## src/rtl/decoder_sigmoid_seq.sv

```systemverilog
// Piecewise-linear (PLAN) sigmoid over an N_ELEM vector, one element per cycle; out_valid N_ELEM cycles after accept.
// Result is held in DONE until out_ready; in_ready is high only in IDLE, so no new vector enters while one is pending.
module decoder_sigmoid_seq #(
  parameter int N_ELEM    = 9,
  parameter int BITSIZE   = 32,
  parameter int FRAC_BITS = 16
) (
  input  logic                        clk,
  input  logic                        rst_n,
  input  logic                        in_valid,
  output logic                        in_ready,
  input  logic [N_ELEM*BITSIZE-1:0]   in_data,
  output logic                        out_valid,
  input  logic                        out_ready,
  output logic [N_ELEM*BITSIZE-1:0]   out_data,
  output logic                        busy
);

  localparam int IDX_W = (N_ELEM > 1) ? $clog2(N_ELEM) : 1;
  localparam logic [IDX_W-1:0] LAST_IDX = IDX_W'(N_ELEM - 1);

  // Segment breakpoints and offsets, derived from FRAC_BITS
  localparam logic [BITSIZE-1:0] ONE    = BITSIZE'(64'd1  << FRAC_BITS);
  localparam logic [BITSIZE-1:0] HALF   = BITSIZE'(64'd1  << (FRAC_BITS - 1));
  localparam logic [BITSIZE-1:0] FIVE   = BITSIZE'(64'd5  << FRAC_BITS);
  localparam logic [BITSIZE-1:0] T2375  = BITSIZE'(64'd19 << (FRAC_BITS - 3));
  localparam logic [BITSIZE-1:0] C0625  = BITSIZE'(64'd5  << (FRAC_BITS - 3));
  localparam logic [BITSIZE-1:0] C84375 = BITSIZE'(64'd27 << (FRAC_BITS - 5));
  localparam logic [BITSIZE-1:0] MOST_NEG = {1'b1, {(BITSIZE-1){1'b0}}};
  localparam logic [BITSIZE-1:0] MOST_POS = {1'b0, {(BITSIZE-1){1'b1}}};

  typedef enum logic [1:0] {
    IDLE    = 2'd0,
    COMPUTE = 2'd1,
    DONE    = 2'd2
  } state_t;

  state_t state_q, state_d;
  logic [IDX_W-1:0] idx_q;
  logic [N_ELEM-1:0][BITSIZE-1:0] cap_q;
  logic [N_ELEM-1:0][BITSIZE-1:0] res_q;

  function automatic logic [BITSIZE-1:0] plan(input logic [BITSIZE-1:0] x);
    logic [BITSIZE-1:0] a;
    logic [BITSIZE-1:0] y;
    a = x;
    y = '0;
    // |MOST_NEG| does not fit, so it saturates to the largest positive value
    if (x == MOST_NEG) begin
      a = MOST_POS;
    end else if (x[BITSIZE-1]) begin
      a = -x;
    end
    if (a >= FIVE) begin
      y = ONE;
    end else if (a >= T2375) begin
      y = (a >> 5) + C84375;
    end else if (a >= ONE) begin
      y = (a >> 3) + C0625;
    end else begin
      y = (a >> 2) + HALF;
    end
    plan = x[BITSIZE-1] ? (ONE - y) : y;
  endfunction

  always_ff @(posedge clk) begin
    if (!rst_n) begin
      state_q <= IDLE;
    end else begin
      state_q <= state_d;
    end
  end

  always_comb begin
    state_d   = state_q;
    in_ready  = 1'b0;
    out_valid = 1'b0;
    busy      = 1'b0;
    case (state_q)
      IDLE: begin
        in_ready = 1'b1;
        if (in_valid) begin
          state_d = COMPUTE;
        end
      end
      COMPUTE: begin
        busy = 1'b1;
        if (idx_q == LAST_IDX) begin
          state_d = DONE;
        end
      end
      DONE: begin
        busy      = 1'b1;
        out_valid = 1'b1;
        if (out_ready) begin
          state_d = IDLE;
        end
      end
      default: state_d = IDLE;
    endcase
  end

  always_ff @(posedge clk) begin
    if (!rst_n) begin
      idx_q <= '0;
      cap_q <= '0;
      res_q <= '0;
    end else begin
      case (state_q)
        IDLE: begin
          if (in_valid) begin
            cap_q <= in_data;
            idx_q <= '0;
          end
        end
        COMPUTE: begin
          res_q[idx_q] <= plan(cap_q[idx_q]);
          idx_q        <= (idx_q == LAST_IDX) ? '0 : idx_q + 1'b1;
        end
        default: begin
        end
      endcase
    end
  end

  assign out_data = res_q;

endmodule

```

## config.mk

```make
export PLATFORM = sky130hd
export DESIGN_NAME = decoder_sigmoid_seq
export DESIGN_NICKNAME = d
export VERILOG_FILES = /design/src/rtl/decoder_sigmoid_seq.sv
export SDC_FILE = /design/constraint.sdc
export NUM_CORES = 1
export LEC_CHECK = 0
export BUFFER_PORTS_ARGS = -buffer_cell sky130_fd_sc_hd__buf_4
export CAP_MARGIN = 20
export CORE_AREA = 2 2 226 228
export DETAILED_ROUTE_END_ITERATION = 12
export DIE_AREA = 0 0 228 230
export PLACE_DENSITY = 0.79
export SYNTH_ARGS = -nofsm -noshare
export SYNTH_HDL_FRONTEND = slang
export SYNTH_SLANG_ARGS = --single-unit
```

## constraint.sdc

```tcl
create_clock -name clk -period 8.58 [get_ports clk]
set_clock_uncertainty 0.2 [all_clocks]
set_input_delay 2.145 -clock clk [delete_from_list [all_inputs] [get_ports clk]]
set_output_delay 2.145 -clock clk [all_outputs]
set_load 0.02 [all_outputs]
```

Yosys cells after proc, flatten, opt, wreduce, memory -nomap -nowiden
Index checks and enable logic that the tools add are counted.
{"block": "totals", "wordCells": 70, "output_inout_bits": 291, "reg_bits": 582, "input_bits": 292}
{"block": "op_classes", "eq_ne": 7, "magnitude_cmp": 5, "muxes": 25, "n_reduce_logical": 7, "add_sub_neg": 6}
{"operator": "$bwmux W288", "n": 1}
{"operator": "$mux W32", "n": 9}
{"operator": "$bmux W32 S4", "n": 1}
{"operator": "$demux W32 S4", "n": 1}
{"operator": "$mux W31", "n": 3}
{"operator": "$eq A32 B32 Y1 const B", "n": 1}
{"operator": "$ge A32 B17 Y1 const B", "n": 1}
{"operator": "$ge A32 B18 Y1 const B", "n": 1}
{"operator": "$ge A32 B19 Y1 const B", "n": 1}
{"operator": "$neg A32 Y32", "n": 1}
{"operator": "$sub A17 B32 Y32 const A", "n": 1}
{"operator": "$add A30 B16 Y31 const B", "n": 1}
{"operator": "$add A29 B16 Y30 const B", "n": 1}
{"operator": "$add A27 B16 Y28 const B", "n": 1}
{"operator": "$mux W4", "n": 2}
{"operator": "$pmux W4 S2", "n": 1}
{"operator": "$mux W2", "n": 3}
{"operator": "$ne A2 B2 Y1 const B", "n": 3}
{"operator": "$pmux W2 S3", "n": 1}
{"operator": "$lt A4 B5 Y1 const B", "n": 1}
{"operator": "$add A4 B1 Y4 const B", "n": 1}
{"operator": "$eq A4 B4 Y1 const B", "n": 1}
{"operator": "$ge A4 B1 Y1 const B", "n": 1}
{"operator": "$reduce_and A2 Y1", "n": 2}
{"operator": "8 further kinds", "n": 10}

Longest topological paths before layout
{"block": "logic_depth", "depth_word": 16, "mapped_depth": 33}

Worst setup path before layout
OpenSTA, ideal clock, no wires.
{"block": "synth_timing", "kind": "register to register", "from": "reg idx_q[0]", "to": "reg res_q (netlist bit out_data[16])", "t_required_ps": 8306, "setup_ps": 74, "path_stages_with_launch": 33, "path_slack_ps": 1950, "arrival_ps": 6356, "path_cell_list": "dfxtp_1 buf_6 buf_4 buf_4 buf_4 mux2i_1 o221ai_1 nand2_1 ha_1 o2111ai_1 nand2_1 nand4_1 or4_1 buf_2 and2_1 inv_1 ha_1 and2_1 nand4_1 nand4_4 buf_6 clkbuf_1 nor2b_1 o32a_1 ha_1 nand3_1 o211ai_1 and2_1 buf_2 nand3_1 or4_1 clkbuf_1 a31oi_1"}
{"block": "synth_via", "elab_chain_len": 16}
{"element": "start: declaration", "line": "39", "text": "logic [IDX_W-1:0] idx_q;"}
{"element": "start signal: assignment", "line": "118", "text": "idx_q <= (idx_q == LAST_IDX) ? '0 : idx_q + 1'b1;"}
{"element": "$bmux W32 S4", "line": "117", "text": "res_q[idx_q] <= plan(cap_q[idx_q]);"}
{"element": "$mux W32 (implied by the code)", "line": "117"}
{"element": "$neg A32 Y32", "line": "52", "text": "a = -x;"}
{"element": "$mux W32", "line": "51", "text": "end else if (x[BITSIZE-1]) begin"}
{"element": "$mux W32", "line": "49", "text": "if (x == MOST_NEG) begin"}
{"element": "$mux W32", "line": "109", "text": "case (state_q)"}
{"element": "$mux W32", "line": "104", "text": "if (!rst_n) begin"}
{"element": "$add A30 B16 Y31, or another cell as far along", "line": "61", "text": "y = (a >> 2) + HALF;"}
{"element": "$mux W31", "line": "58", "text": "end else if (a >= ONE) begin"}
{"element": "$mux W31", "line": "56", "text": "end else if (a >= T2375) begin"}
{"element": "$mux W31", "line": "54", "text": "if (a >= FIVE) begin"}
{"element": "$mux W32", "line": "109"}
{"element": "$mux W32", "line": "104"}
{"element": "$sub A17 B32 Y32", "line": "63", "text": "plan = x[BITSIZE-1] ? (ONE - y) : y;"}
{"element": "$mux W32", "line": "63"}
{"element": "$bwmux W288 *", "line": "117"}
{"element": "end signal: indexed assignment", "line": "117"}
{"element": "end: declaration", "line": "41", "text": "logic [N_ELEM-1:0][BITSIZE-1:0] res_q;"}
Mark *: on every way between the ends. The rest lies on a longest branch, timed or not. The select of a mux whose other input is x is not followed.
A chain may end at the register's enable or synchronous reset.

Worst setup path after layout
{"block": "layout_timing", "from": "reg idx_q[0]", "to": "reg res_q (netlist bit out_data[122])"}
The elaborated chain is that of the path after synthesis.

==> qor.txt <==
Post-synth EDFFs: 0
H-tree Lvls: 2
Period minus WS final: 8.00 ns
IO Pins: 583
CTS tree: done
Drt pass-1 iters: 6
Async SR Flop Fraction: 0%
Layout area overhead: 26.0%
Antenna violations before repair: 1
Setup CP Type: reg2reg
DR vias/cell: 5.86
R2R depth: 26
Max Transition Viols Final: 0
Slowest stage delay, CP: 0.80 ns
Critical Path Start: idx_q[0]$_SDFFE_PN0P_
Avg WL per Cell: 21.3 um
CTS max path bufs: 3
Flop pwr share: 41.8%
Root Buffer: clkbuf_16
Vias: 24600
Worst skew pair latency: 0.63 ns
Peak supply drop: 0.000168 V
Post-CTS sizing: 0
Die Area: 52400 um2
Seq/Total Area, Yosys: 46.2%
Total wire length: 89700 um
Antenna violation net count after detailed routing: 0
Number of CTS-inserted buffers: 59
Power per standard cell area: 219 nW/um2
Sw Ratio: 30.1%
CP Max Fanout: 63
Status: finished, final reports clean
Ys flop type: dfxtp_1
Synthesized flop and latch total: 582
Largest net degree at the start of global routing: 230
RSZ-0062 raised after global routing: no
Synth warn: 0
GRT overflow: 0
Final hold violations: 0
Initial drt markers: 2651
Setup crit start kind: flip-flop
RD Place Congestion: 1.01
Cts-stage hold buffer count: 0
Net Switching: 2100 uW
Post-CTS setup buffers: 0
Final setup vio count: 0
Delay-heaviest family, CP: simple AND/OR/NAND/NOR gates
FP Rows: 82
Layout cell share with drive strength beyond 1: 22.0%
Leak pwr: 0.0126 uW
Buf/Inv on CP: 4
Vias in the first global route: 23100
Cell-internal power: 4860 uW
Hold crit path type: reg2reg
Detailed Place HPWL: 64100 um
Clock-pin slew on the worst setup and hold paths: 0.06 ns
Reg2Reg Launch Point: idx_q[0]$_SDFFE_PN0P_
Placeable Area: 49900 um2
Die width: 228 um
Post-Syn Area: 25200 um2
First-pass GRT wire length: 136000 um
Total power: 6960 uW
CP endpoint: out_data[122]$_SDFFE_PN0P_
Clock group share of total power: 38.3%
Synth cell types: 95
Slowest stage cell, crit path: or4_1
R2r endpoint: out_data[122]$_SDFFE_PN0P_
WP depth: 26
Max Freq: 125 MHz
Worst path arrival time: 8.26 ns
Slew @ Worst Pin: 1.18 ns
Critical Path End Type: flip-flop
CP required: 8.84 ns
Syn nets: 3368
Overall routing resource usage: 32.6%
Drc violations: 0
Reg-to-reg slack, setup: 0.58 ns
Max-slew headroom: 20.5%
Final Cycle Share: 93.2%
Die height: 230 um
Port Buffers: 582
Initial Util: 50.6%
TNS Setup: 0 ns
Max-cap violations: 0
Clk sinks: 582
Post-Route Utilization: 63.8%
Post-Syn Instances: 3061
Nets: 3794
Mean Syn Cell Area: 8.25 um2
Comb power frac: 19.9%
## area by class of cell
| type | count | area (um2) |
|---|---|---|
| antenna | 2 | 5.00 |
| tap | 672 | 841 |
| clock inverter | 23 | 290 |
| sequential | 582 | 11700 |
| timing repair buffer | 619 | 4700 |
| inverter | 32 | 128 |
| clock buffer | 86 | 1740 |
| fill | 4269 | 18100 |
| multi-input combinational | 2193 | 12400 |
## worst min-delay path by stage
| stage | startpoint | cells past startpoint | slack [ns] | end |
|---|---|---|---|---|
| CTS | cap_q[95]$_SDFFE_PN0P_ | 2 | 0.25 | cap_q[95]$_SDFFE_PN0P_ |
| detailed placement | cap_q[95]$_SDFFE_PN0P_ | 2 | 0.24 | cap_q[95]$_SDFFE_PN0P_ |
| finish | cap_q[239]$_SDFFE_PN0P_ | 2 | 0.25 | cap_q[239]$_SDFFE_PN0P_ |
| global placement | out_data[30]$_SDFFE_PN0P_ | 2 | 0.24 | out_data[30]$_SDFFE_PN0P_ |
| global route | cap_q[280]$_SDFFE_PN0P_ | 2 | 0.27 | cap_q[280]$_SDFFE_PN0P_ |
| floorplan | cap_q[8]$_SDFFE_PN0P_ | 2 | 0.23 | cap_q[8]$_SDFFE_PN0P_ |
## synthesized netlist by cell type (31+ instances only)
cell type | number | area, um2
nand3_1 | 100 | 500
mux2i_1 | 139 | 1390
o21ai_0 | 151 | 756
a211oi_1 | 41 | 308
a22o_1 | 73 | 639
clkbuf_1 | 195 | 732
nand2_1 | 717 | 2690
nor2_1 | 146 | 548
o221ai_1 | 46 | 403
dfxtp_1 | 582 | 11700
a31oi_1 | 39 | 244
inv_1 | 31 | 116
a21oi_1 | 380 | 1900
## placed cells by master, fill, tap and decap left out, types with 9 or more instances in the layout
cell       Yosys  layout
nand3_1      100     100
or4_1         10      10
clkbuf_16      0      59
nand4_1       21      21
nor4_1         9       9
xnor2_1       19      19
a31oi_1       39      39
clkinv_2       0       9
o211ai_1      12      12
mux2_2         9       9
a22o_1        73      73
a211oi_1      41      41
clkbuf_8       0      16
clkbuf_1     195      11
mux2i_1      139     139
nor2_1       146     137
a21o_1         9       9
xor2_1        13      13
o21ai_0      151     150
buf_4         11     615
a21oi_1      380     380
a311oi_1       9       9
o21ai_1        9      10
a22oi_1       14      14
dfxtp_1      582     578
nand2_1      717     716
ha_1          15      15
nor3_1        19      18
nand3b_1      13      13
inv_1         31      31
and2_1        18      17
o221ai_1      46      46
o21a_1        18      18
## routing by layer
| layer | vias to the layer above | track usage (%) | wire [um] | part of all wire [%] |
|---|---|---|---|---|
| met5 | - | 0 | 0 | 0 |
| met2 | 1139 | 55.1 | 42700 | 48 |
| met3 | 227 | 5.80 | 6880 | 7.7 |
| met1 | 11700 | 40.6 | 35800 | 40 |
| met4 | 0 | 15.3 | 4300 | 4.8 |
| li1 | 11600 | - | - | - |
## kinds of logic after synthesis
kind of cell,after synthesis,share of synthesized area (%)
simple gates,1107,18.8
compound gates,883,22.0
fa+ha+maj,15,0.744
flops,582,46.2
xor+xnor,32,1.11
buf+inv,286,4.87
mux,156,6.30
## power by group through the flow
stage / Clock, uW / Sequential [uW] / Combinational (uW)
finish: 2670 / 2910 / 1390
CTS: 2680 / 2910 / 1360
detailed placement: 0 / 2970 / 1350
global route: 2790 / 2920 / 1490
global placement: 0 / 2960 / 1360
floorplan: 0 / 2950 / 914
## registers in the layout, indices dropped and copies added (netlist names)
name      cells
cap_q       288
out_data    288
idx_q         4
state_q       2
## worst register-to-register path, delay by kind of cell, from the launching register on
kind / cells / cell delay [ns]
AOI/OAI and AO/OA: 8 / 2.14
adders and majority gates: 2 / 0.43
buffers and inverters: 4 / 1.22
DFF: 1 / 0.67
muxes: 1 / 0.31
and+or+nand+nor: 11 / 2.89
## stage by stage
stage | instance area, um2 | instances | hold slack [ns] | setup WS, ns
after floorplan | 25200 | 3061 | 0.232 | 1.95
after global placement | 29800 | 4097 | 0.237 | 0.788
after global routing | 31800 | 4208 | 0.267 | 0.0475
after detailed placement | 29800 | 4097 | 0.243 | 0.628
final | 31800 | 4209 | 0.253 | 0.580
after CTS | 31800 | 4206 | 0.251 | 0.593
No activity file was read; power rests on OpenSTA's default activity.
